==> src/rtl/multicycle_control_unit.sv <==
// Moore-style multicycle control FSM for the 16-bit accumulator/register datapath.
// It sequences fetch/decode/execute, stalls on memory ready and halts on halt, illegal opcode or timeout.
module multicycle_control_unit #(
  parameter int MAX_WAIT = 15,
  parameter int WAIT_W   = 8
) (
  input  logic       CLK,
  input  logic       CLR,
  input  logic [3:0] Opcode,
  input  logic       Zero,
  input  logic       MemReady,
  output logic       PCWrite,
  output logic [1:0] PCSrc,
  output logic       IorD,
  output logic       MemRead,
  output logic       MemWrite,
  output logic       IRWrite,
  output logic       RegWrite,
  output logic       RegDst,
  output logic       MemToReg,
  output logic       ALUSrcA,
  output logic [1:0] ALUSrcB,
  output logic [2:0] ALUOp,
  output logic       Halted,
  output logic       Illegal,
  output logic       Timeout,
  output logic [3:0] State
);

  typedef enum logic [3:0] {
    S_IDLE     = 4'd0,
    S_FETCH    = 4'd1,
    S_DECODE   = 4'd2,
    S_EXEC_R   = 4'd3,
    S_EXEC_I   = 4'd4,
    S_ALU_WB   = 4'd5,
    S_MEM_ADDR = 4'd6,
    S_MEM_RD   = 4'd7,
    S_MEM_WB   = 4'd8,
    S_MEM_WR   = 4'd9,
    S_BRANCH   = 4'd10,
    S_JUMP     = 4'd11,
    S_HALT     = 4'd12
  } state_t;

  localparam logic [WAIT_W-1:0] WAIT_LIMIT = WAIT_W'(MAX_WAIT);
  localparam logic [2:0]        ALU_ADD    = 3'b000;
  localparam logic [2:0]        ALU_SUB    = 3'b001;

  state_t            state_r;
  state_t            next_s;
  logic [WAIT_W-1:0] wait_cnt_r;
  logic [WAIT_W-1:0] wait_nxt_s;
  logic              in_mem_s;
  logic              illegal_set_s;
  logic              timeout_set_s;
  logic              fetch_r;
  logic              branch_r;
  logic              jump_r;
  logic              take_branch_s;

  logic [1:0] pcsrc_s;
  logic       iord_s;
  logic       memread_s;
  logic       memwrite_s;
  logic       regwrite_s;
  logic       regdst_s;
  logic       memtoreg_s;
  logic       alusrca_s;
  logic [1:0] alusrcb_s;
  logic [2:0] aluop_s;

  // Next-state and wait-counter logic; a stalled memory state either counts or times out.
  always_comb begin
    next_s        = state_r;
    wait_nxt_s    = {WAIT_W{1'b0}};
    illegal_set_s = 1'b0;
    timeout_set_s = 1'b0;
    in_mem_s      = (state_r == S_FETCH) || (state_r == S_MEM_RD) || (state_r == S_MEM_WR);
    if (in_mem_s && !MemReady) begin
      if (wait_cnt_r == WAIT_LIMIT) begin
        next_s        = S_HALT;
        timeout_set_s = 1'b1;
      end else begin
        wait_nxt_s = wait_cnt_r + WAIT_W'(1);
      end
    end else begin
      case (state_r)
        S_IDLE:     next_s = S_FETCH;
        S_FETCH:    next_s = S_DECODE;
        S_DECODE: begin
          case (Opcode)
            4'h0, 4'h1, 4'h2, 4'h3, 4'h4: next_s = S_EXEC_R;
            4'h5:                         next_s = S_EXEC_I;
            4'h6, 4'h7:                   next_s = S_MEM_ADDR;
            4'h8, 4'h9:                   next_s = S_BRANCH;
            4'hA:                         next_s = S_JUMP;
            4'hF:                         next_s = S_HALT;
            default: begin
              next_s        = S_HALT;
              illegal_set_s = 1'b1;
            end
          endcase
        end
        S_EXEC_R:   next_s = S_ALU_WB;
        S_EXEC_I:   next_s = S_ALU_WB;
        S_ALU_WB:   next_s = S_FETCH;
        S_MEM_ADDR: begin
          if (Opcode == 4'h6) begin
            next_s = S_MEM_RD;
          end else begin
            next_s = S_MEM_WR;
          end
        end
        S_MEM_RD:   next_s = S_MEM_WB;
        S_MEM_WB:   next_s = S_FETCH;
        S_MEM_WR:   next_s = S_FETCH;
        S_BRANCH:   next_s = S_FETCH;
        S_JUMP:     next_s = S_FETCH;
        S_HALT:     next_s = S_HALT;
        default:    next_s = S_HALT;
      endcase
    end
  end

  // Decode the upcoming state so the Moore outputs leave the flops with the state itself.
  always_comb begin
    pcsrc_s    = 2'b00;
    iord_s     = 1'b0;
    memread_s  = 1'b0;
    memwrite_s = 1'b0;
    regwrite_s = 1'b0;
    regdst_s   = 1'b0;
    memtoreg_s = 1'b0;
    alusrca_s  = 1'b0;
    alusrcb_s  = 2'b00;
    aluop_s    = ALU_ADD;
    case (next_s)
      S_FETCH: begin
        memread_s = 1'b1;
        alusrcb_s = 2'b01;
      end
      S_DECODE:   alusrcb_s = 2'b11;
      S_EXEC_R: begin
        alusrca_s = 1'b1;
        aluop_s   = Opcode[2:0];
      end
      S_EXEC_I, S_MEM_ADDR: begin
        alusrca_s = 1'b1;
        alusrcb_s = 2'b10;
      end
      S_ALU_WB: begin
        regwrite_s = 1'b1;
        regdst_s   = (Opcode <= 4'd4);
      end
      S_MEM_RD: begin
        iord_s    = 1'b1;
        memread_s = 1'b1;
      end
      S_MEM_WB: begin
        regwrite_s = 1'b1;
        memtoreg_s = 1'b1;
      end
      S_MEM_WR: begin
        iord_s     = 1'b1;
        memwrite_s = 1'b1;
      end
      S_BRANCH: begin
        alusrca_s = 1'b1;
        aluop_s   = ALU_SUB;
        pcsrc_s   = 2'b01;
      end
      S_JUMP:     pcsrc_s = 2'b10;
      default:    pcsrc_s = 2'b00;
    endcase
  end

  // State, wait counter, sticky flags and registered strobes.
  always_ff @(posedge CLK or negedge CLR) begin
    if (!CLR) begin
      state_r    <= S_IDLE;
      wait_cnt_r <= {WAIT_W{1'b0}};
      Illegal    <= 1'b0;
      Timeout    <= 1'b0;
      Halted     <= 1'b0;
      fetch_r    <= 1'b0;
      branch_r   <= 1'b0;
      jump_r     <= 1'b0;
      PCSrc      <= 2'b00;
      IorD       <= 1'b0;
      MemRead    <= 1'b0;
      MemWrite   <= 1'b0;
      RegWrite   <= 1'b0;
      RegDst     <= 1'b0;
      MemToReg   <= 1'b0;
      ALUSrcA    <= 1'b0;
      ALUSrcB    <= 2'b00;
      ALUOp      <= 3'b000;
    end else begin
      state_r    <= next_s;
      wait_cnt_r <= wait_nxt_s;
      Illegal    <= Illegal | illegal_set_s;
      Timeout    <= Timeout | timeout_set_s;
      Halted     <= (next_s == S_HALT);
      fetch_r    <= (next_s == S_FETCH);
      branch_r   <= (next_s == S_BRANCH);
      jump_r     <= (next_s == S_JUMP);
      PCSrc      <= pcsrc_s;
      IorD       <= iord_s;
      MemRead    <= memread_s;
      MemWrite   <= memwrite_s;
      RegWrite   <= regwrite_s;
      RegDst     <= regdst_s;
      MemToReg   <= memtoreg_s;
      ALUSrcA    <= alusrca_s;
      ALUSrcB    <= alusrcb_s;
      ALUOp      <= aluop_s;
    end
  end

  // Zero and MemReady arrive within the cycle, so these enables cannot wait for a flop.
  assign take_branch_s = ((Opcode == 4'h8) & Zero) | ((Opcode == 4'h9) & ~Zero);
  assign IRWrite       = fetch_r & MemReady;
  assign PCWrite       = (fetch_r & MemReady) | jump_r | (branch_r & take_branch_s);
  assign State         = state_r;

endmodule

==> config.mk <==
export PLATFORM = sky130hd
export DESIGN_NAME = multicycle_control_unit
export DESIGN_NICKNAME = d
export VERILOG_FILES = /design/src/rtl/multicycle_control_unit.sv
export SDC_FILE = /design/constraint.sdc
export NUM_CORES = 1
export LEC_CHECK = 0
export ABC_AREA = 1
export BUFFER_PORTS_ARGS = -buffer_cell sky130_fd_sc_hd__buf_2
export CAP_MARGIN = 15
export CORE_ASPECT_RATIO = 1.25
export CORE_MARGIN = 4
export CORE_UTILIZATION = 40
export CTS_CLUSTER_DIAMETER = 150
export DETAILED_ROUTE_END_ITERATION = 12
export PLACE_DENSITY = 0.68
export SLEW_MARGIN = 20
export SYNTH_ARGS = -nofsm -noshare
export SYNTH_HDL_FRONTEND = slang
export SYNTH_SLANG_ARGS = --single-unit
==> constraint.sdc <==
create_clock -name CLK -period 1.8 [get_ports CLK]
set_input_delay 0.36 -clock CLK [delete_from_list [all_inputs] [get_ports CLK]]
set_output_delay 0.36 -clock CLK [all_outputs]
set_load 0.005 [all_outputs]
### Word-level counts from Yosys, hierarchy flattened

Index checks and enable logic that the tools add are counted.

| operators by class | value |
|---|---|
| mux-type cells | 22 |
| equality and inequality tests | 35 |
| $lt $le $gt $ge | 1 |
| reduce and logical (&&, ||, !) cells | 17 |
| add/sub/neg operators | 1 |
| bitwise gates (word level) | 10 |

Operator list:

| operator | count |
|---|---|
| equality test 4 bit, second input constant | 13 |
| equality test 4 x 3 -> 1 bit, second input constant | 12 |
| equality test 4 x 2 -> 1 bit, second input constant | 6 |
| case mux 4 bit (6 select lines) | 1 |
| case mux 4 bit (5 select lines) | 1 |
| 2-to-1 mux 8 bit | 2 |
| OR reduction 2 bit | 7 |
| equality test 4 x 1 -> 1 bit, second input constant | 3 |
| 2-to-1 mux 1 bit | 12 |
| 2-to-1 mux 4 bit | 3 |
| OR reduction 12 bit | 1 |
| adder 8 x 1 -> 8 bit, second input constant | 1 |
| equality test 8 x 4 -> 1 bit, second input constant | 1 |
| zero test 4 bit | 2 |
| case mux 2 bit (3 select lines) | 1 |
| case mux 3 bit (2 select lines) | 1 |
| OR reduction 6 bit | 1 |
| bitwise OR 1 bit | 5 |
| OR reduction 5 bit | 1 |
| bitwise AND 1 bit | 4 |
| <= comparator 4 x 3 -> 1 bit, second input constant | 1 |
| case mux 2 bit (2 select lines) | 1 |
| OR reduction 4 bit | 1 |
| logical OR 1 bit | 2 |
| 3 further kinds | 3 |

| storage, ports and cells | value |
|---|---|
| bits in registers | 32 |
| input bits | 8 |
| output and inout bits | 23 |

### Longest topological paths before layout

| depth | value |
|---|---|
| depth in word-level cells | 8 |
| depth in mapped cells | 13 |
| gate-level depth less buffers | 13 |

### Worst setup path after synthesis

OpenSTA, ideal clock, no wires.

| timing | value |
|---|---|
| path type | reg-to-reg |
| start point | register wait_cnt_r[0] |
| end point | register ALUSrcA |
| buffers on the path | 0 |
| required time | 1.675 ns |
| arrival time | 1.414 ns |
| stages on the path, launching flop included | 13 |
| path slack | 0.260 ns |
| path through | dfrtp_1 ha_1 nand2_1 inv_1 nand2_1 nor2_1 nor2_4 nand2_1 nand2_4 nand2_4 inv_1 nand2_2 nand3_1 |

| on the way | value |
|---|---|
| word-level cells in the longest chain between the ends | 6 |
| elaborated cells between the ends (all ways) | 9 |

Ends and longest elaborated chain:

| item | line | RTL |
|---|---|---|
| start: declaration | 52 | `logic [WAIT_W-1:0] wait_cnt_r;` |
| start signal: assignment | 182 | `wait_cnt_r <= {WAIT_W{1'b0}};` |
| start signal: assignment | 201 | `wait_cnt_r <= wait_nxt_s;` |
| equality test 8 x 4 -> 1 bit (*) | 81 | `if (wait_cnt_r == WAIT_LIMIT) begin` |
| 2-to-1 mux 4 bit (*) | 81 |  |
| 2-to-1 mux 4 bit (*) | 80 | `if (in_mem_s && !MemReady) begin` |
| equality test 4 bit, or another cell as far along | 138 | `case (next_s)` |
| OR reduction 4 bit (no source line) (*) | -- |  |
| 2-to-1 mux 1 bit (*) | 138 |  |
| via alusrca_s | 69 | `logic alusrca_s;` |
| end signal: assignment | 215 | `ALUSrcA <= alusrca_s;` |
| end: declaration | 21 | `output logic ALUSrcA,` |

Mark *: on every way through the listed nets, which the timed path passes. The rest lies on a longest branch.

### Worst setup path in the final report

| timing | value |
|---|---|
| start point | register wait_cnt_r[0] |
| end point | register ALUSrcA |

| on the way | value |
|---|---|
| word-level cells in the longest chain between the ends | 6 |
| elaborated cells between the ends (all ways) | 9 |

Ends and longest elaborated chain:

| item | line | RTL |
|---|---|---|
| equality test 8 x 4 -> 1 bit (*) | 81 |  |
| 2-to-1 mux 4 bit (*) | 81 |  |
| 2-to-1 mux 4 bit (*) | 80 |  |
| via next_s[0] | 51 | `state_t next_s;` |
| equality test 4 bit, or another cell as far along | 138 |  |
| OR reduction 4 bit (no source line) (*) | -- |  |
| 2-to-1 mux 1 bit (*) | 138 |  |
| via alusrca_s | 69 |  |

Marks and branches as above.

==> impl_metrics.json <==
{
  "status": "finished clean",
  "leakagePower_uw": 0.00108,
  "yosysWarnings": 0,
  "drv_cap": 0,
  "clk_latency_ps": 270,
  "syn_area_per_cell_sq_um": 7.94,
  "layout_setup_ws_ps": 152,
  "grt_max_degree": 32,
  "synthCells": 192,
  "htreeDepth": 2,
  "slew-limit-headroom_pct": 54.8,
  "critical_path.endpoint_type": "register",
  "grt_pass1_vias": 1197,
  "max_freq_mhz": 607,
  "start_kind": "register",
  "grt.overflow.total": 0,
  "die_w_microns": 63.2,
  "synth_xor_area_share_pct": 1.72,
  "die_area_sq_um": 4870,
  "wl_per_cell_microns": 11.8,
  "die_h_microns": 77.0,
  "start_util_pct": 42.6,
  "worstSetupPathType": "reg2reg",
  "ys_ff_latch": 31,
  "pin_count": 31,
  "worst_hold_path_type": "in2async",
  "grt_usage_pct": 14.0,
  "synth-simple-area-share_pct": 32.4,
  "placed_area_sq_um": 1730,
  "clk_pin_slew_worst_paths_ps": 60,
  "synth_top_family_by_area": "simple AND/OR/NAND/NOR gates",
  "crit_required_ps": 1960,
  "ys_types": 24,
  "clk_path_buf_depth": 2,
  "place_congestion": 0.876,
  "antenna_cells": 0,
  "worst_pin_slew_ps": 678,
  "hold_viol": 0,
  "synth_top_area_share_pct": 50.9,
  "dp.cells": 262,
  "dr.pass1.iters": 4,
  "synth-compound-area-share_pct": 6.24,
  "setup_viol": 0,
  "core.rowCount": 24,
  "root_buffer": "clkbuf_8",
  "cts_tree": "yes",
  "syn-num-nets": 201,
  "muxShareOfSynthArea_pct": 0,
  "hpwl_mm": 2.43,
  "finalClockSkew_ps": 3.51,
  "power_density_nw_per_um2": 765,
  "core_area_sq_um": 3570,
  "peakVddDrop_mv": 0.437,
  "io_buffers": 30,
  "maxSlewViolCount": 0,
  "synthTopCellsByArea": "dfrtp_1 (51%), nand2_1 (12%), nor2_1 (9.6%), inv_1 (5.9%), nand2_2 (3.3%)",
  "total_power_uw": 1440,
  "ant_nets": 0,
  "yosysTopAreaCell": "dfrtp_1",
  "period_share_pct": 91.6,
  "fin_nets": 242,
  "numClockSinks": 31,
  "drive_gt1_share_pct": 28.6,
  "synth_seq_area_share_pct": 50.9,
  "remaining_drc_errors": 0,
  "worstPathArrival_ps": 1810,
  "fill_cells": 342,
  "post-route-min-period_ps": 1650,
  "antenna_found_initial": 0,
  "finalInstanceArea_sq_um": 1880,
  "synth_area_sq_um": 1520,
  "area_growth_pct": 23.6,
  "synthAdderAreaFrac_pct": 0.821,
  "instances_no_fill": 273,
  "drt_iter0_drc": 21,
  "viasPerCell": 4.73,
  "numCtsBuffers": 5,
  "grt_pass1_wl_mm": 5.38,
  "vias": 1291,
  "dp_worst_setup_slack_ps": 64.8,
  "critPathMaxFanout": 5,
  "wirelength_mm": 3.23
}
-- logic make-up after synthesis --
family                     after synthesis
xor gates and xnor gates                 3
AOI/OAI and AO/OA                       16
buffers and inverters                   29
adders and majority gates                1
DFF                                     31
and+or+nand+nor                        112
-- registers in the layout, summed over array words and instances, names as in the netlist --
| name | count |
|---|---|
| State | 4 |
| Timeout | 1 |
| PCSrc | 1 |
| ALUSrcA | 1 |
| Halted | 1 |
| RegDst | 1 |
| MemWrite | 1 |
| IorD | 1 |
| wait_cnt_r | 8 |
| ALUSrcB | 2 |
| ALUOp | 3 |
| branch_r | 1 |
| fetch_r | 1 |
| MemRead | 1 |
| MemToReg | 1 |
| RegWrite | 1 |
| jump_r | 1 |
| Illegal | 1 |
-- critical path, stage by stage (launching register included) --
cell	delay [ps]
dfrtp_1	380
ha_1	210
nand2_1	60
inv_1	50
nand2_1	110
nor2_2	70
nor2_4	130
inv_2	80
nand2_2	110
inv_2	50
nand2_1	90
inv_1	60
nand2_2	80
nand3_1	70
-- cells in the final DEF (no fill, tap or decap) --
cell,n
nand2_2,8
a21boi_0,1
a21oi_2,1
clkbuf_8,6
nand3b_1,1
buf_4,6
nor2_4,1
nor3_1,1
inv_2,4
clkinv_2,1
nor2_2,2
dfrtp_2,3
nand4_1,2
inv_1,23
o21ai_1,5
o21bai_1,2
o21ai_0,4
a21oi_1,2
nand3_1,8
dfrtp_1,28
bufinv_16,1
nand2_4,4
o2111ai_1,1
nand2_1,47
xor2_1,3
buf_2,30
nor2_1,37
ha_1,1
nor3b_1,1
-- cells in the mapped netlist (all sizes together) --
cell and number:
dfrtp 31, nand3b 1, nor3b 1, buf 2, nor2 40, ha 1
inv 27, o21bai 2, o21ai 9, nand3 8, nor3 1, a21oi 3
nand2 59, a21boi 1, nand4 2, xor2 3, o2111ai 1
-- stage by stage --
step | util, % | hold slack, ps | setup TNS [ps]
final | 52.7 | 114 | 0
after global routing | 52.7 | 172 | -12.1
after CTS | 51.6 | 152 | 0
after detailed placement | 48.3 | 453 | 0
after global placement | 48.3 | 443 | 0
after floorplan | - | 64.4 | 0
-- final timing paths --
kind,from,endpoint,slack [ps],cells past startpoint
max in group asynchronous,CLR,State[3],1200,1
worst max-delay path,wait_cnt_r[0],ALUSrcA,150,13
min in group CLK,Opcode[1],ALUOp[1],370,3
worst max register to register,wait_cnt_r[0],ALUSrcA,150,13
worst min register to register,Timeout,Timeout,480,1
worst min-delay path,CLR,RegDst,110,1
-- where the power goes --
group	internal [uW]	leakage [uW]	switching [uW]
sequential	697	0.000415	0
clock	447	0.0000612	253
combinational	11.3	0.000603	32.5
total	1160	0.00108	286
-- layout make-up --
type | instances | area (sq um) | share of cell area (%)
Clock inverter | 2 | 35.0 | 1.86
Inverter | 27 | 101 | 5.38
Sequential cell | 31 | 779 | 41.4
Clock buffer | 6 | 82.6 | 4.39
Tap cell | 39 | 48.8 | 2.59
Multi-Input combinational cell | 132 | 641 | 34.0
Timing Repair Buffer | 36 | 195 | 10.4
-- what timing repair did --
item                                    4_1_cts  5_1_grt
endpoints found under the setup margin        0       14
hold buffers                                  0        0
gates resized for setup                       0        9
setup buffers                                 0        3
endpoints found under the hold margin         0        0
-- per-layer routing --
layer,GRT usage [%],vias up,part of all wire [%]
met1,17.8,589,47
met4,5.18,0,1.5
li1,-,670,-
met5,0,-,0
met3,3.95,7,5.0
met2,22.4,25,47
No activity file was read; power rests on OpenSTA's default activity.
